**config.mk**
```make
export PLATFORM = sky130hd
export DESIGN_NAME = load_store_unit_flat
export DESIGN_NICKNAME = d
export VERILOG_FILES = /design/src/rtl/load_store_unit_if.sv /design/src/rtl/load_store_unit.sv /design/src/flat_wrapper.sv
export SDC_FILE = /design/constraint.sdc
export NUM_CORES = 1
export LEC_CHECK = 0
export BUFFER_PORTS_ARGS = -buffer_cell sky130_fd_sc_hd__clkbuf_2
export CAP_MARGIN = 20
export CORE_MARGIN = 4
export CORE_UTILIZATION = 46
export CTS_BUF_LIST = sky130_fd_sc_hd__clkbuf_8
export DETAILED_ROUTE_END_ITERATION = 10
export PLACE_DENSITY = 0.79
export RECOVER_POWER = 25
export SKIP_LAST_GASP = 1
export SYNTH_ARGS = -nofsm -noshare
export SYNTH_HDL_FRONTEND = slang
export SYNTH_SLANG_ARGS = --single-unit
```
**constraint.sdc**
```tcl
create_clock -name clk -period 7.3 [get_ports clk]
set_clock_uncertainty 0.05 [all_clocks]
set_input_delay 1.46 -clock clk [delete_from_list [all_inputs] [get_ports clk]]
set_output_delay 1.46 -clock clk [all_outputs]
set_load 0.03 [all_outputs]
```
**src/rtl/load_store_unit_if.sv**
```systemverilog
// Request/response bus between a requester and the load/store unit.
//   master : drives req_valid/req_write/req_size/req_signed/req_addr/req_wdata,
//            observes req_ready and resp_valid/resp_rdata/resp_exc.
//   slave  : the load/store unit side of the same signals.
// req_size: 00 word, 01 half, 10 byte, 11 double.
// resp_exc: 00 none, 01 out-of-bounds store, 10 out-of-bounds read, 11 misaligned.
interface load_store_unit_if;
  logic        req_valid;
  logic        req_ready;
  logic        req_write;
  logic [1:0]  req_size;
  logic        req_signed;
  logic [63:0] req_addr;
  logic [63:0] req_wdata;
  logic        resp_valid;
  logic [63:0] resp_rdata;
  logic [1:0]  resp_exc;

  modport master (
    output req_valid, req_write, req_size, req_signed, req_addr, req_wdata,
    input  req_ready, resp_valid, resp_rdata, resp_exc
  );

  modport slave (
    input  req_valid, req_write, req_size, req_signed, req_addr, req_wdata,
    output req_ready, resp_valid, resp_rdata, resp_exc
  );
endinterface

```
**src/rtl/load_store_unit.sv**
```systemverilog
// Load/store unit: accepts one request at a time, checks it locally against the
// data memory bounds, drives the data memory for MEM_LATENCY wait cycles and
// returns a one-cycle response with extended load data and a status code.
//
// Ports:
//   clk, rst         rising-edge clock, asynchronous active-high reset
//   bus (slave)      request handshake and response (see load_store_unit_if)
//   memWrite/memRead data memory strobes
//   sizeSelect       access size to the memory, same encoding as req_size
//   address          byte address to the memory
//   writeData        store data to the memory, LSB-aligned
//   readData         memory read data, LSB-aligned
//   dataMemoryExc    memory status, captured with readData
//   exc_count        saturating count of completions with a non-zero status
//
// Optional feature: define LSU_ALIGN_CHECK_EN to fault misaligned accesses with
// status 11 (takes priority over the bounds check).
module load_store_unit #(
  parameter int unsigned NUM_DATA    = 20,
  parameter int unsigned MEM_LATENCY = 1   // 1..15
) (
  input  logic                     clk,
  input  logic                     rst,
  load_store_unit_if.slave         bus,
  output logic                     memWrite,
  output logic                     memRead,
  output logic [1:0]               sizeSelect,
  output logic [63:0]              address,
  output logic [63:0]              writeData,
  input  logic [63:0]              readData,
  input  logic [1:0]               dataMemoryExc,
  output logic [7:0]               exc_count
);

  typedef enum logic [1:0] {StIdle, StIssue, StWait, StResp} state_e;

  localparam logic [1:0] ExcNone     = 2'b00;
  localparam logic [1:0] ExcStoreOob = 2'b01;
  localparam logic [1:0] ExcLoadOob  = 2'b10;
  localparam logic [1:0] ExcMisalign = 2'b11;

  state_e      state_q;
  logic [3:0]  cnt_q;
  logic        write_q;
  logic        signed_q;

  function automatic logic [3:0] size_bytes(input logic [1:0] size);
    logic [3:0] n;
    unique case (size)
      2'b00:   n = 4'd4;
      2'b01:   n = 4'd2;
      2'b10:   n = 4'd1;
      default: n = 4'd8;
    endcase
    return n;
  endfunction

  function automatic logic [63:0] extend(input logic [63:0] d, input logic [1:0] size,
                                         input logic sgn);
    logic [63:0] r;
    unique case (size)
      2'b00:   r = sgn ? {{32{d[31]}}, d[31:0]} : {32'd0, d[31:0]};
      2'b01:   r = sgn ? {{48{d[15]}}, d[15:0]} : {48'd0, d[15:0]};
      2'b10:   r = sgn ? {{56{d[7]}}, d[7:0]}   : {56'd0, d[7:0]};
      default: r = d;
    endcase
    return r;
  endfunction

  // Acceptance-time checks on the raw request; 65-bit end address so a request
  // that wraps past 2^64 is caught as out of bounds.
  logic [3:0]  req_bytes;
  logic [64:0] req_end;
  logic        oob;
  logic        misalign;
  logic [1:0]  local_code;

  assign req_bytes = size_bytes(bus.req_size);
  assign req_end   = {1'b0, bus.req_addr} + {61'd0, req_bytes};
  assign oob       = req_end > 65'(NUM_DATA);

`ifdef LSU_ALIGN_CHECK_EN
  assign misalign = (bus.req_addr[3:0] & (req_bytes - 4'd1)) != 4'd0;
`else
  assign misalign = 1'b0;
`endif

  always_comb begin
    local_code = ExcNone;
    if (misalign) begin
      local_code = ExcMisalign;
    end else if (oob) begin
      local_code = bus.req_write ? ExcStoreOob : ExcLoadOob;
    end
  end

  always_ff @(posedge clk or posedge rst) begin
    if (rst) begin
      state_q        <= StIdle;
      cnt_q          <= 4'd0;
      write_q        <= 1'b0;
      signed_q       <= 1'b0;
      bus.req_ready  <= 1'b1;
      bus.resp_valid <= 1'b0;
      bus.resp_rdata <= 64'd0;
      bus.resp_exc   <= ExcNone;
      memWrite       <= 1'b0;
      memRead        <= 1'b0;
      sizeSelect     <= 2'b00;
      address        <= 64'd0;
      writeData      <= 64'd0;
      exc_count      <= 8'd0;
    end else begin
      unique case (state_q)
        StIdle: begin
          if (bus.req_valid && bus.req_ready) begin
            write_q       <= bus.req_write;
            signed_q      <= bus.req_signed;
            bus.req_ready <= 1'b0;
            if (local_code != ExcNone) begin
              // Faulted locally: the memory is never touched.
              state_q        <= StResp;
              bus.resp_valid <= 1'b1;
              bus.resp_rdata <= 64'd0;
              bus.resp_exc   <= local_code;
            end else begin
              state_q    <= StIssue;
              address    <= bus.req_addr;
              sizeSelect <= bus.req_size;
              writeData  <= bus.req_wdata;
              memWrite   <= bus.req_write;
              memRead    <= ~bus.req_write;
            end
          end
        end
        StIssue: begin
          state_q  <= StWait;
          memWrite <= 1'b0;
          cnt_q    <= 4'(MEM_LATENCY - 1);
        end
        StWait: begin
          if (cnt_q == 4'd0) begin
            state_q        <= StResp;
            memRead        <= 1'b0;
            address        <= 64'd0;
            sizeSelect     <= 2'b00;
            writeData      <= 64'd0;
            bus.resp_valid <= 1'b1;
            bus.resp_exc   <= dataMemoryExc;
            bus.resp_rdata <= write_q ? 64'd0 : extend(readData, sizeSelect, signed_q);
          end else begin
            cnt_q <= cnt_q - 4'd1;
          end
        end
        StResp: begin
          state_q        <= StIdle;
          bus.req_ready  <= 1'b1;
          bus.resp_valid <= 1'b0;
          bus.resp_rdata <= 64'd0;
          bus.resp_exc   <= ExcNone;
          if (bus.resp_exc != ExcNone && exc_count != 8'hFF) begin
            exc_count <= exc_count + 8'd1;
          end
        end
        default: state_q <= StIdle;
      endcase
    end
  end

endmodule

```
**src/flat_wrapper.sv**
```systemverilog
// flat-port wrapper written by rule: the top's interface ports become plain ports
module load_store_unit_flat 
#(
  parameter int unsigned NUM_DATA    = 20,
  parameter int unsigned MEM_LATENCY = 1           
)
  (clk, rst, memWrite, memRead, sizeSelect, address, writeData, readData, dataMemoryExc, exc_count, bus_req_valid, bus_req_write, bus_req_size, bus_req_signed, bus_req_addr, bus_req_wdata, bus_req_ready, bus_resp_valid, bus_resp_rdata, bus_resp_exc);
  load_store_unit_if bus_i ();
  input  logic clk;
  input  logic rst;
  output logic memWrite;
  output logic memRead;
  output logic [1:0] sizeSelect;
  output logic [63:0] address;
  output logic [63:0] writeData;
  input  logic [63:0] readData;
  input  logic [1:0] dataMemoryExc;
  output logic [7:0] exc_count;
  input wire logic [$bits(bus_i.req_valid)-1:0] bus_req_valid;
  input wire logic [$bits(bus_i.req_write)-1:0] bus_req_write;
  input wire logic [$bits(bus_i.req_size)-1:0] bus_req_size;
  input wire logic [$bits(bus_i.req_signed)-1:0] bus_req_signed;
  input wire logic [$bits(bus_i.req_addr)-1:0] bus_req_addr;
  input wire logic [$bits(bus_i.req_wdata)-1:0] bus_req_wdata;
  output wire logic [$bits(bus_i.req_ready)-1:0] bus_req_ready;
  output wire logic [$bits(bus_i.resp_valid)-1:0] bus_resp_valid;
  output wire logic [$bits(bus_i.resp_rdata)-1:0] bus_resp_rdata;
  output wire logic [$bits(bus_i.resp_exc)-1:0] bus_resp_exc;
  assign bus_i.req_valid = bus_req_valid;
  assign bus_i.req_write = bus_req_write;
  assign bus_i.req_size = bus_req_size;
  assign bus_i.req_signed = bus_req_signed;
  assign bus_i.req_addr = bus_req_addr;
  assign bus_i.req_wdata = bus_req_wdata;
  assign bus_req_ready = bus_i.req_ready;
  assign bus_resp_valid = bus_i.resp_valid;
  assign bus_resp_rdata = bus_i.resp_rdata;
  assign bus_resp_exc = bus_i.resp_exc;
  load_store_unit #(.NUM_DATA(NUM_DATA), .MEM_LATENCY(MEM_LATENCY)) u_core (.clk(clk), .rst(rst), .bus(bus_i), .memWrite(memWrite), .memRead(memRead), .sizeSelect(sizeSelect), .address(address), .writeData(writeData), .readData(readData), .dataMemoryExc(dataMemoryExc), .exc_count(exc_count));
endmodule
```
# Yosys cells after proc, flatten, opt, wreduce, memory -nomap -nowiden

Cells that the tools add are included.
W data, S select, Z words.

Register bits: 216
Bits of input ports: 201
Output and inout port bits: 208
Word-level logic and storage cells: 99

Add/sub/neg operators: 3
$lt $le $gt $ge: 1
Eq/ne operators: 13
Multiplexer cells: 46
Bitwise logic cells: 1
Reductions and logical operators: 21

Operator list:

| kind                  | number |
|---|---|
| $mux W64              | 12 |
| $pmux W64 S3          | 2 |
| $pmux W64 S2          | 2 |
| $add A64 B4 Y65       | 1 |
| $gt A65 B5 Y1 const B | 1 |
| $mux W2               | 11 |
| $pmux W4 S3           | 1 |
| $reduce_bool A2 Y1    | 6 |
| $reduce_and A2 Y1     | 5 |
| $mux W1               | 9 |
| $add A8 B1 Y8 const B | 1 |
| $eq A2 B2 Y1 const B  | 4 |
| $ne A8 B8 Y1 const B  | 1 |
| $pmux W2 S4           | 1 |
| $pmux W4 S2           | 1 |
| $reduce_and A4 Y1     | 2 |
| $eq A2 B1 Y1 const B  | 3 |
| $logic_not A2 Y1      | 3 |
| $ne A2 B1 Y1 const B  | 3 |
| $pmux W1 S2           | 3 |
| $pmux W2 S3           | 1 |
| $logic_not A4 Y1      | 1 |
| $mux W4               | 1 |
| $ne A2 B2 Y1 const B  | 2 |
| 7 further kinds       | 8 |

# Logic depth before layout (Yosys ltp)

Depth after elaboration: 9
Depth in mapped cells: 17

# Worst setup path after synthesis

No wires, ideal clock.

Path kind: input port to flip-flop
Start: input bus_req_size[0]
End: register u_core.bus.resp_exc[0]
Library setup time: 125 ps
Data arrival time: 4770 ps
Data required time: 7125 ps
Setup slack: 2355 ps
Cell stages on the path: 15
Buffers on the path: 4
Path through: and2_1 ha_1 buf_2 nand3_2 a211oi_1 buf_2 nand4_1 o21a_1 nor4_1 nand4_1 or4_1 buf_2 o21ai_2 buf_4 mux2_2

Longest elaborated chain between the ends: 8

RTL lines:

| element                                                 | RTL line                 | RTL |
|---|---|---|
| from (decl)                                             | flat_wrapper.sv:21       | `input wire logic [$bits(bus_i.req_size)-1:0] bus_req_size;` |
| $eq A2 B2 Y1 (tied with other cells)                    | load_store_unit.sv:49    | `unique case (size)` |
| $pmux W4 S3 (*)                                         | load_store_unit.sv:49    |  |
| $add A64 B4 Y65 (*)                                     | load_store_unit.sv:79    | `assign req_end = {1'b0, bus.req_addr} + {61'd0, req_bytes};` |
| $gt A65 B5 Y1 (*)                                       | load_store_unit.sv:80    | `assign oob = req_end > 65'(NUM_DATA);` |
| $mux W2 (*)                                             | load_store_unit.sv:92    | `end else if (oob) begin` |
| $mux W2 / $reduce_bool A2 Y1 (equally long branches)    | load_store_unit.sv:120   | `if (local_code != ExcNone) begin` |
| $mux W2 / $ne A2 B1 Y1 (equally long branches)          | -                        |  |
| $pmux W2 S3 / $reduce_and A4 Y1 (equally long branches) | -                        |  |
| to (signal assigned)                                    | load_store_unit.sv:106   | `bus.resp_exc <= ExcNone;` |
| to (signal assigned)                                    | load_store_unit.sv:125   | `bus.resp_exc <= local_code;` |
| to (signal assigned)                                    | load_store_unit.sv:149   | `bus.resp_exc <= dataMemoryExc;` |
| to (decl)                                               | load_store_unit_if.sv:26 | `output req_ready, resp_valid, resp_rdata, resp_exc` |

Every way passes the cells marked *; elsewhere a longest branch is shown, timed or not. The select of a mux whose other input is x is not followed.
A chain may end at the register's enable or synchronous reset.

# Worst setup path after layout

Ends and elaborated chain as after synthesis.

==> summary.md <==
| Metric | Value |
|---|---|
| H-tree Lvls | 2 |
| Crit-path max FO | 133 |
| Hold/Removal Path Class | reg2reg |
| Worst Max-Slew Pin Slew | 1.82 ns |
| Clock power frac | 28.7% |
| First-pass GRT wire length | 52.6 mm |
| Reg clk slew, reported paths | 0.06 ns |
| Worst Setup Start Kind | input pin |
| NetSw | 1530 µW |
| PD cells | 290 mW/mm² |
| Syn avg cell area | 10.3 µm² |
| GRT Util Overall | 25.5% |
| Via-to-Cell Ratio | 5.70 |
| Critical Path AT | 5.61 ns |
| Placer Congestion | 1.03 |
| Die width | 159 µm |
| Syn Inst Count | 1017 |
| DRC violations left | 0 |
| Drt pass-1 iters | 7 |
| Leak Pwr | 0.00666 µW |
| IO buf count | 408 |
| Finished Core Util | 60.2% |
| Max incr delay on CP | 0.69 ns |
| Vias | 9810 |
| Io pins | 409 |
| Fmax | 190 MHz |
| Number of global-route vias before repair | 9381 |
| Failing checks | max-capacitance violations, max-slew violations |
| Sequential power share | 38.1% |
| Initial antenna violation count | 1 |
| TritonCTS buffer count | 38 |
| Pin count of the biggest net entering global routing | 175 |
| Fin cells | 1722 |
| Number of synthesized flops with an enable pin | 0 |
| Root Driver | clkbuf_8 |
| Async SR Flop Fraction | 100% |
| Top-area cell type share of the netlist area | 51.3% |
| Synth Net Count | 1230 |
| Yosys reg bits | 216 |
| Worst ir drop on vdd | 0.247 mV |
| Hold-fix buffers, CTS | 0 |
| Die area | 0.0253 mm² |
| Routed Antenna Nets | 0 |
| Area of the core | 0.0221 mm² |
| Gate power share | 33.2% |
| # placed instances | 1653 |
| # diodes | 0 |
| CTS tree | built |
| Post-synthesis cell type count | 73 |
| Mapped Area | 0.0105 mm² |
| Tmin final | 5.26 ns |
| Slew margin rel. | -21.9% |
| Die Y | 159 µm |
| Row cnt | 54 |
| Wire per inst | 19.6 µm |
| YS warnings | 0 |
| Final nets | 1627 |
| Slowest CP cell | or4_1 |
| Fin. max-slew vios | 43 |
| DR iter-0 viols | 909 |
| Most common cell on crit path | nand4_1 |
| # Max-Cap Violations | 1 |
| CTS resizes | 0 |
| Crit-path cells | clkbuf_2 -> and2_1 -> ha_1 -> nand3_2 -> a211oi_1 -> buf_4 -> nand4_1 -> o21a_1 -> nor4_1 -> nand4_1 -> or4_1 -> o21ai_4 -> buf_12 -> mux2_2 |
| FILL cells | 1898 |
| Dominant cell type by area after synthesis | dfrtp_1 |
| CP Class | in2reg |
| Status | finished with violations |
| Share of cells above drive strength 1 | 27.5% |
| Synth Flop Type | dfrtp_1 |
| Pint | 2320 µW |
| Overflow left after global routing | 0 |
| Crit. End Element | flip-flop |
| Final number of setup-violating endpoints | 0 |
| Starting Density | 47.5% |
| Post-CTS Setup Inserts | 0 |
| Pre-CTS setup slack | 1.51 ns |
| Worst Path Required | 7.65 ns |
| Commonest non-fill, non-tap cell in the layout | clkbuf_2 |
| Final Hold Viols | 0 |
| RSZ-0062 raised after global routing | false |
| Post-detailed-routing wire length | 33.7 mm |
| DP HPWL | 25.3 mm |
| Sw Ratio | 39.8% |
| Latest clock arrival within the worst-skew pair | 0.52 ns |
| Fin crit share | 72.0% |
| Setup_tns | 0 ns |
| Num Clock Sinks | 216 |
| Most frequent cells in the layout | 305 x clkbuf_2, 215 x dfrtp_1, 119 x nand2_1, 103 x clkbuf_1, 74 x a22o_1 |
| CTS max path bufs | 3 |
| Synth area leaders | dfrtp_1 51%, a22o_1 6.2%, nand2_1 4.3%, and2_1 3.9%, o21ai_0 3.1% |
| P&R area growth vs syn | 26.9% |
| Fin worst setup slack | 2.04 ns |
| Sequential share of the synthesized area | 51.6% |
## through the flow
| step | power, µW | hold slack, ns | area (µm²) |
|---|---|---|---|
| floorplan | 2410 | 0.413 | 10500 |
| global placement | 2750 | 0.410 | 12600 |
| detailed placement | 2770 | 0.414 | 12700 |
| CTS | 3890 | 0.425 | 13400 |
| global route | 4070 | 0.440 | 13300 |
| finish | 3850 | 0.423 | 13300 |
## worst max-delay path, delay by kind of cell
| family | cells | cell delay (ns) |
|---|---|---|
| AOI/OAI and AO/OA | 3 | 0.77 |
| and+or+nand+nor | 6 | 1.71 |
| buffers and inverters | 3 | 0.73 |
| adders and majority gates | 1 | 0.43 |
| muxes | 1 | 0.39 |
## final timing paths
kind	startpoint	endpoint	slack, ns	cells past startpoint
setup / recovery	bus_req_size[0]	u_core.bus.resp_exc[0]$_DFFE_PP0P_	2.04	14
hold / removal	u_core.bus.resp_rdata[18]$_DFFE_PP0P_	u_core.bus.resp_rdata[18]$_DFFE_PP0P_	0.42	1
setup reg to reg	u_core.state_q[0]$_DFFE_PP0P_	u_core.bus.resp_rdata[37]$_DFFE_PP0P_	4.45	7
hold reg to reg	u_core.bus.resp_rdata[18]$_DFFE_PP0P_	u_core.bus.resp_rdata[18]$_DFFE_PP0P_	0.42	1
max in group asynchronous	rst	u_core.address[0]$_DFFE_PP0P_	4.35	3
min in group asynchronous	rst	u_core.address[63]$_DFFE_PP0P_	1.33	2
## sequential cells by signal (all words and copies together), names as in the netlist
register / cells
u_core.signed_q: 1
u_core.sizeSelect: 2
u_core.writeData: 64
u_core.address: 64
u_core.cnt_q: 4
u_core.bus.resp_exc: 2
u_core.state_q: 2
u_core.bus.resp_valid: 1
u_core.bus.resp_rdata: 64
u_core.write_q: 1
u_core.memRead: 1
u_core.bus.req_ready: 1
u_core.memWrite: 1
u_core.exc_count: 8
## kinds of logic (layout without fill, tap and decap cells)
| kind of cell | count (synthesis) | after routing | share of synthesized area, % |
|---|---|---|---|
| adders and majority gates | 12 | 12 | 1.50 |
| muxes | 9 | 9 | 0.931 |
| AOI/OAI and AO/OA | 290 | 290 | 19.5 |
| DFF | 216 | 216 | 51.6 |
| buffers and inverters | 73 | 498 | 3.94 |
| xor gates and xnor gates | 24 | 24 | 2.00 |
| and+or+nand+nor | 393 | 393 | 20.6 |
## per-layer routing
| metal | up-vias | global-route usage, % | wire (µm) |
|---|---|---|---|
| met4 | 4 | 10.3 | 1420 |
| met2 | 536 | 40.8 | 15800 |
| li1 | 4555 | - | - |
| met5 | - | 1.33 | 62 |
| met1 | 4610 | 33.1 | 13400 |
| met3 | 105 | 6.60 | 3110 |
## Yosys cell counts (18+ instances only)
| cell | instances |
|---|---|
| nor2_1 | 36 |
| o21ai_0 | 64 |
| xnor2_1 | 18 |
| o21ai_1 | 23 |
| clkbuf_1 | 29 |
| nand4_1 | 38 |
| nand3_1 | 33 |
| nor3_1 | 19 |
| a22o_1 | 74 |
| a21o_1 | 26 |
| and2_1 | 65 |
| a211oi_1 | 28 |
| nand2_1 | 119 |
| dfrtp_1 | 215 |
## power by group through the flow
stage	Combinational, µW	Sequential [µW]	Clock [µW]
after floorplan	629	1780	0
after global placement	1270	1480	0
after detailed placement	1280	1490	0
after CTS	1290	1470	1130
after global routing	1380	1490	1200
final	1280	1470	1110
## area by class of cell
| cell class | instances | area [µm²] | share of cell area, % |
|---|---|---|---|
| inverters | 13 | 50.0 | 0.376 |
| well taps | 280 | 350 | 2.63 |
| multi-input cells | 728 | 4690 | 35.2 |
| repair buffers | 417 | 2050 | 15.4 |
| clock buffers | 43 | 592 | 4.45 |
| clock inverters | 25 | 176 | 1.33 |
| flip-flops and latches | 216 | 5410 | 40.6 |
No activity file was read; power rests on OpenSTA's default activity.
